`config.mk`:
```
export PLATFORM = sky130hd
export DESIGN_NAME = frame_reorder_buffer
export DESIGN_NICKNAME = d
export VERILOG_FILES = /design/src/rtl/frame_reorder_buffer.sv
export SDC_FILE = /design/constraint.sdc
export NUM_CORES = 1
export LEC_CHECK = 0
export ABC_AREA = 1
export BUFFER_PORTS_ARGS = -buffer_cell sky130_fd_sc_hd__buf_2
export CORE_UTILIZATION = 65
export DETAILED_ROUTE_END_ITERATION = 7
export GPL_ROUTABILITY_DRIVEN = 0
export GPL_TIMING_DRIVEN = 0
export PLACE_DENSITY = 0.9
export SLEW_MARGIN = 20
export SYNTH_ARGS = -nofsm -noshare
export SYNTH_HDL_FRONTEND = slang
export SYNTH_SLANG_ARGS = --single-unit
```
`constraint.sdc`:
```
create_clock -name clk -period 4 [get_ports clk]
set_input_delay 0.2 -clock clk [delete_from_list [all_inputs] [get_ports clk]]
set_output_delay 0.2 -clock clk [all_outputs]
set_load 0.005 [all_outputs]
```
`src/rtl/frame_reorder_buffer.sv`:
```
// ---------------------------------------------------------------------------
// frame_reorder_buffer
//
// Ping-pong frame buffer for a streaming datapath. Each accepted input sample
// is stored, optionally inverted, into the bank currently being written. The
// same accepting edge reads the opposite bank, which holds the previously
// completed frame. The read is either in order, which gives a fixed delay of
// DEPTH accepted samples, or time-reversed.
//
// Parameters
//   WIDTH   sample width in bits (>= 1)
//   DEPTH   samples per frame / entries per bank (>= 2, any value)
//   INVERT  1: store ~in_data, 0: store in_data unchanged
//
// Ports
//   clk          rising-edge clock
//   reset_n      asynchronous reset, active low
//   clear        synchronous clear, active high; wins over in_valid
//   mode         0: in-order delay, 1: frame reversal (latched at frame start)
//   in_valid     in_data is accepted on this rising edge
//   in_data      input sample
//   out_valid    out_data carries a new sample this cycle
//   out_data     registered output sample, held while out_valid is low
//   frame_start  the current output sample is element 0 of an output frame
// ---------------------------------------------------------------------------
module frame_reorder_buffer #(
  parameter int WIDTH  = 8,
  parameter int DEPTH  = 4,
  parameter bit INVERT = 1'b1
) (
  input  logic             clk,
  input  logic             reset_n,
  input  logic             clear,
  input  logic             mode,
  input  logic             in_valid,
  input  logic [WIDTH-1:0] in_data,
  output logic             out_valid,
  output logic [WIDTH-1:0] out_data,
  output logic             frame_start
);

  localparam int IDX_W = $clog2(DEPTH);
  // Wrap is detected by comparing against the last index rather than by
  // natural counter overflow, so non-power-of-2 depths never skip an index.
  localparam logic [IDX_W-1:0] LAST_IDX = IDX_W'(DEPTH - 1);
  localparam logic [IDX_W-1:0] ZERO_IDX = {IDX_W{1'b0}};

  // Storage: two banks of DEPTH samples each.
  logic [WIDTH-1:0] bank_r [2][DEPTH];

  // Control and output registers.
  logic [IDX_W-1:0] wr_idx_r;
  logic             wr_bank_r;
  logic             prev_full_r;
  logic             mode_q_r;
  logic             out_valid_r;
  logic             frame_start_r;
  logic [WIDTH-1:0] out_data_r;

  // Next-state values.
  logic [IDX_W-1:0] wr_idx_nx_s;
  logic             wr_bank_nx_s;
  logic             prev_full_nx_s;
  logic             mode_q_nx_s;
  logic             out_valid_nx_s;
  logic             frame_start_nx_s;
  logic [WIDTH-1:0] out_data_nx_s;

  // Datapath helpers.
  logic             mode_eff_s;
  logic [IDX_W-1:0] rd_idx_s;
  logic [WIDTH-1:0] store_data_s;
  logic             last_idx_s;

  // Effective mode, read index and value to store for the current sample.
  always_comb begin
    mode_eff_s   = mode_q_r;
    rd_idx_s     = wr_idx_r;
    store_data_s = in_data;
    last_idx_s   = (wr_idx_r == LAST_IDX);
    // The first sample of a frame uses the freshly presented mode; the rest
    // of the frame uses the value latched on that first sample.
    if (wr_idx_r == ZERO_IDX) begin
      mode_eff_s = mode;
    end else begin
      mode_eff_s = mode_q_r;
    end
    if (mode_eff_s) begin
      rd_idx_s = LAST_IDX - wr_idx_r;
    end else begin
      rd_idx_s = wr_idx_r;
    end
    if (INVERT) begin
      store_data_s = ~in_data;
    end else begin
      store_data_s = in_data;
    end
  end

  // Next-state logic for the write pointer, frame flags and output stage.
  always_comb begin
    wr_idx_nx_s      = wr_idx_r;
    wr_bank_nx_s     = wr_bank_r;
    prev_full_nx_s   = prev_full_r;
    mode_q_nx_s      = mode_q_r;
    out_valid_nx_s   = 1'b0;
    frame_start_nx_s = 1'b0;
    out_data_nx_s    = out_data_r;
    if (clear) begin
      wr_idx_nx_s    = ZERO_IDX;
      wr_bank_nx_s   = 1'b0;
      prev_full_nx_s = 1'b0;
      mode_q_nx_s    = 1'b0;
      out_data_nx_s  = {WIDTH{1'b0}};
    end else if (in_valid) begin
      mode_q_nx_s = mode_eff_s;
      // Reading the opposite bank means a same-edge read/write never collide.
      if (prev_full_r) begin
        out_valid_nx_s   = 1'b1;
        frame_start_nx_s = (wr_idx_r == ZERO_IDX);
        out_data_nx_s    = bank_r[~wr_bank_r][rd_idx_s];
      end else begin
        out_valid_nx_s   = 1'b0;
        frame_start_nx_s = 1'b0;
        out_data_nx_s    = out_data_r;
      end
      if (last_idx_s) begin
        wr_idx_nx_s    = ZERO_IDX;
        wr_bank_nx_s   = ~wr_bank_r;
        prev_full_nx_s = 1'b1;
      end else begin
        wr_idx_nx_s    = wr_idx_r + {{(IDX_W-1){1'b0}}, 1'b1};
        wr_bank_nx_s   = wr_bank_r;
        prev_full_nx_s = prev_full_r;
      end
    end else begin
      out_valid_nx_s   = 1'b0;
      frame_start_nx_s = 1'b0;
      out_data_nx_s    = out_data_r;
    end
  end

  // Control and output registers.
  always_ff @(posedge clk or negedge reset_n) begin
    if (!reset_n) begin
      wr_idx_r      <= ZERO_IDX;
      wr_bank_r     <= 1'b0;
      prev_full_r   <= 1'b0;
      mode_q_r      <= 1'b0;
      out_valid_r   <= 1'b0;
      frame_start_r <= 1'b0;
      out_data_r    <= {WIDTH{1'b0}};
    end else begin
      wr_idx_r      <= wr_idx_nx_s;
      wr_bank_r     <= wr_bank_nx_s;
      prev_full_r   <= prev_full_nx_s;
      mode_q_r      <= mode_q_nx_s;
      out_valid_r   <= out_valid_nx_s;
      frame_start_r <= frame_start_nx_s;
      out_data_r    <= out_data_nx_s;
    end
  end

  // Bank storage: cleared on reset/clear, written at the current pointer.
  always_ff @(posedge clk or negedge reset_n) begin
    if (!reset_n) begin
      for (int b = 0; b < 2; b++) begin
        for (int i = 0; i < DEPTH; i++) begin
          bank_r[b][i] <= {WIDTH{1'b0}};
        end
      end
    end else if (clear) begin
      for (int b = 0; b < 2; b++) begin
        for (int i = 0; i < DEPTH; i++) begin
          bank_r[b][i] <= {WIDTH{1'b0}};
        end
      end
    end else if (in_valid) begin
      bank_r[wr_bank_r][wr_idx_r] <= store_data_s;
    end
  end

  assign out_valid   = out_valid_r;
  assign out_data    = out_data_r;
  assign frame_start = frame_start_r;

endmodule

```
## Yosys cells after proc, flatten, opt, wreduce, memory -nomap -nowiden

Cells that the tools add are included.

| storage, ports and cells | value |
|---|---|
| flip-flop bits (word level) | 79 |
| output and inout port bits | 10 |

| operators by class | value |
|---|---|
| equality and inequality tests | 1 |
| add/sub/neg operators | 2 |
| reduce and logical (&&, ||, !) cells | 8 |
| bitwise gates (word level) | 6 |
| mux-type cells | 35 |
| order comparisons | 6 |

Operator list:

| kind | count |
|---|---|
| 32-bit two-way mux | 4 |
| 64-bit two-way mux | 2 |
| 64-bit bitwise mux | 1 |
| 8-bit two-way mux | 6 |
| 32-bit demux with 1-bit select | 1 |
| 8-bit binary-select mux with 2-bit select | 1 |
| 8-bit demux with 2-bit select | 1 |
| 1-bit two-way mux | 15 |
| 2-bit two-way mux | 4 |
| 8-bit NOT | 1 |
| 3-bit >= comparator (second input constant) | 2 |
| 2-bit NOT with 3-bit output | 2 |
| 2-bit nonzero test | 3 |
| 2-bit >= comparator (second input constant) | 2 |
| 1-bit NOT with 2-bit output | 2 |
| 2-bit AND reduction | 2 |
| 3-bit by 1-bit less-than comparator with 1-bit output (second input constant) | 1 |
| 2-bit by 1-bit adder with 2-bit output (second input constant) | 1 |
| 2-bit == test (second input constant) | 1 |
| 1-bit logical AND | 2 |
| 2-bit logical NOT | 1 |
| 2-bit by 1-bit less-than comparator with 1-bit output (second input constant) | 1 |
| 2-bit subtractor (first input constant) | 1 |
| 1-bit NOT | 1 |

## Longest topological paths before layout

| logic depth | value |
|---|---|
| word-level depth | 11 |
| mapped depth | 11 |
| mapped depth without buffers | 11 |

## Least setup slack after synthesis

No wires, ideal clock.

| timing | value |
|---|---|
| kind | reg-to-reg |
| start point | reg wr_idx_r[0] |
| end point | reg out_data_r[6], in the netlist out_data[6] |
| path slack | 2356 ps |
| setup time | 117 ps |
| cell stages (with the launch flop) | 11 |
| required time | 3883 ps |
| arrival time | 1526 ps |
| period minus slack after synthesis | 1644 ps |
| buffers on the path | 1 |
| cell sequence | dfrtp_1 > inv_1 > ha_1 > inv_2 > nand2_4 > nand3_1 > buf_6 > nand3_1 > nand3_1 > nand3_1 > nand2_1 |

| between the ends | value |
|---|---|
| cells in the longest elaborated chain, start to end | 10 |
| elaborated cells on any way between the ends | 11 |

RTL lines:

| what | line | source |
|---|---|---|
| from (decl) | 52 | `logic [IDX_W-1:0] wr_idx_r;` |
| from (signal assigned) | 154 | `wr_idx_r <= wr_idx_nx_s;` |
| branches (longest 2 deep; another with 2-bit subtractor) | n/a |  |
| 2-bit two-way mux (*) | 88 | `if (mode_eff_s) begin` |
| 2-bit NOT with 3-bit output (*) | 121 | `out_data_nx_s = bank_r[~wr_bank_r][rd_idx_s];` |
| 8-bit binary-select mux with 2-bit select (*) | 121 |  |
| 8-bit two-way mux (not written as such) (*) (2 in a row) | 121 |  |
| 8-bit two-way mux (*) | 118 | `if (prev_full_r) begin` |
| 8-bit two-way mux (*) | 115 | `end else if (in_valid) begin` |
| 8-bit two-way mux (*) | 109 | `if (clear) begin` |
| to (signal assigned) | 152 | `out_data_r <= {WIDTH{1'b0}};` |
| to (signal assigned) | 160 | `out_data_r <= out_data_nx_s;` |
| to (decl) | 58 | `logic [WIDTH-1:0] out_data_r;` |

Every way passes the cells marked *. The select of a mux whose other input is x is not followed.
A chain may end at the register's enable or synchronous reset.

## Worst setup path after layout

| timing | value |
|---|---|
| start point | reg wr_idx_r[0] |
| end point | reg out_data_r[1], in the netlist out_data[1] |

The elaborated chain is that of the path after synthesis.

==> flow_summary.yaml <==
die:
  dieWidth_um: 78.8
  coreArea_um2: 5610
  io_pins: 23
  die_area_um2: 6210
  die_y_um: 78.8
  start_util_pct: 68.3
  rows: 27
cts:
  h-tree-depth: 3
  cts_buffers: 9
  root_buffer: "clkbuf_8"
  clk_latency_ns: 0.37
  cts.repair.resized: 0
  cts_setup_buffers: 0
  clock_sinks: 79
  cts_tree: "built"
  clk_pin_slew_ns: 0.08
  clockBufferDepth: 2
  holdBufCountCts: 1
detailed_routing:
  drc: 0
  drt-vias-per-instance: 6.33
  detail_route.iter0.violations: 528
  postRouteAntennaNets: 0
  finalWirelength_mm: 10.3
  post_drt_wl_per_cell_um: 18.2
  vias: 3566
  drtPass1Iterations: 5
logic_synthesis:
  yosysWarnings: 0
  synth-edff-count: 0
  syn_area_um2: 3830
  netlist_instances: 451
  synth_compound_area_share_pct: 12.8
  synth_top_family_by_area: "simple AND/OR/NAND/NOR gates"
  synth_xor_area_share_pct: 0
  synth_adder_area_share_pct: 1.31
  ys.flop_type: "dfrtp_1"
  async_flop_share_pct: 100
  ys_types: 23
  syn_avg_cell_area_um2: 8.50
  ys_seq_area_share_pct: 51.6
  synth_nets: 468
  ys_ff_latch: 79
  synth_mux_area_share_pct: 0
  synth-simple-area-share_pct: 26.2
grt:
  overflow: 0
  grt.met1_usage_pct: 48.2
  met3_usage_pct: 7.01
  grt_max_degree: 44
  top_usage_layer: "met2"
  first_global_vias: 3370
  antenna_found_initial: 0
  grt_usage_pct: 35.8
  grt_use_met2_pct: 55.9
  grt_first_pass_wirelength_mm: 16.4
timing:
  max_freq_ghz: 0.477
  period_needed_ns: 2.09
  setup-violations-final: 0
  relSlewSlack_pct: 60.5
  final.setup_skew_ns: 0.0122
  finalCritPeriodShare_pct: 52.4
  rsz0062_at_grt: "no"
  holdWs_ns: 0.224
  hold_viol: 0
  drv_slew: 0
  worstMarginPinSlew_ns: 0.592
  final.setup.tns_ns: 0
worst_setup_path:
  startpoint_type: "flip-flop"
  crit_fanout: 8
  ff2ff_setup_slack_ns: 1.91
  cp.arrival_ns: 2.35
  required_ns: 4.26
  worstSetupEndpointType: "flip-flop"
  worstSetupPathType: "flip-flop to flip-flop"
layout:
  final_common_cell: "nand3_1"
  drive_gt1_share_pct: 15.7
  final_cell_mix: "nand3_1, dfrtp_1, o21ai_0, nand2_1, nor2_1"
  area_delta_synth_final_pct: 11.4
  layout.nets: 503
  antennaDiodeCount: 0
  finalCoreUtilization_pct: 76.1
placed_design:
  io_buffers: 22
  hpwl_mm: 6.81
worst_hold_path:
  hold_class: "input port to flip-flop"
power:
  powerDensity_nw_per_um2: 383
  leakage_nw: 1.98
  ir_drop_v: 0.000253
status:
  run_status: "finished clean"
run:
  maxCapViolCount: 0
[Yosys cell counts (3+ instances only)]
cell type	n	share of area [%]
buf_4	5	0.98
nor2_1	33	3.2
ha_1	4	1.3
buf_2	6	0.78
nand3_1	104	14
or2_2	9	1.5
dfrtp_1	79	52
nand3_2	3	0.78
inv_1	29	2.8
o21ai_1	3	0.39
o22ai_1	20	3.3
buf_6	6	1.8
nand2_2	3	0.49
a21oi_1	11	1.4
o21ai_0	59	7.7
nand2_1	54	5.3
clkbuf_1	14	1.4
[cells by family (layout without fill, tap and decap cells)]
| kind of cell | count (synthesis) | count (layout) |
|---|---|---|
| AND/OR/NAND/NOR | 211 | 211 |
| AO/OA/AOI/OAI | 93 | 93 |
| flip-flops | 79 | 79 |
| buffers and inverters | 64 | 104 |
| adder cells (fa/ha/maj) | 4 | 4 |
[metrics by stage]
step / cells / power [mW] / instance area, µm² / worst slack (ns)
4_1_cts: 563 / 1.63 / 4270 / 1.97
5_1_grt: 563 / 1.68 / 4270 / 1.78
3_3_place_gp: 545 / 1.02 / 4030 / 2.05
3_5_place_dp: 546 / 1.03 / 4060 / 1.99
6_report: 563 / 1.64 / 4270 / 1.91
2_1_floorplan: 451 / 0.958 / 3830 / 2.36
[flip-flops by register name (all words and copies together), names as in the netlist]
register and count:
bank_r 64, out_valid 1, out_data 8, wr_idx_r 2, frame_start 1, mode_q_r 1, prev_full_r 1, wr_bank_r 1
[worst max-delay path: stages, from the launching register on]
cell and delay, ns:
dfrtp_1 0.46, inv_1 0.23, ha_1 0.35, nand2_2 0.18
nand2_4 0.13, nand2_1 0.05, nand2_1 0.22, nand3_1 0.17
nand3_1 0.13, nand2_1 0.06
[where the power goes]
group	internal [mW]	total (mW)	switching (mW)	leakage [nW]
Sequential	0.813	0.825	0.0116	1.10
Clock	0.309	0.616	0.307	0.107
Combinational	0.0583	0.195	0.137	0.777
Total	1.18	1.64	0.456	1.98
[cell type report]
class,count,area [µm²]
repair buffers,24,143
inverters,31,116
well taps,72,90.1
clock inverters,6,66.3
plain buffers,33,195
multi-input cells,308,1540
clock buffers,10,138
flip-flops and latches,79,1980
fillers,399,1340
[final timing paths]
| path | from | cells past startpoint | to |
|---|---|---|---|
| max reg2reg | wr_idx_r[0] | 9 | out_data[1] |
| min in group asynchronous | reset_n | 2 | bank_r[43] |
| max in group asynchronous | reset_n | 3 | bank_r[19] |
| min reg2reg | out_data[5] | 2 | out_data[5] |
| min | clear | 3 | prev_full_r |
| max | wr_idx_r[0] | 9 | out_data[1] |
[per-layer routing]
metal / share of wire, % / up-vias / wire length [µm]
met1: 40 / 1675 / 4100
met4: 3.0 / 0 / 310
li1: - / 1598 / -
met2: 46 / 257 / 4770
met5: 0 / - / 0
met3: 10 / 36 / 1080
Power figures use the tool's default switching activity.
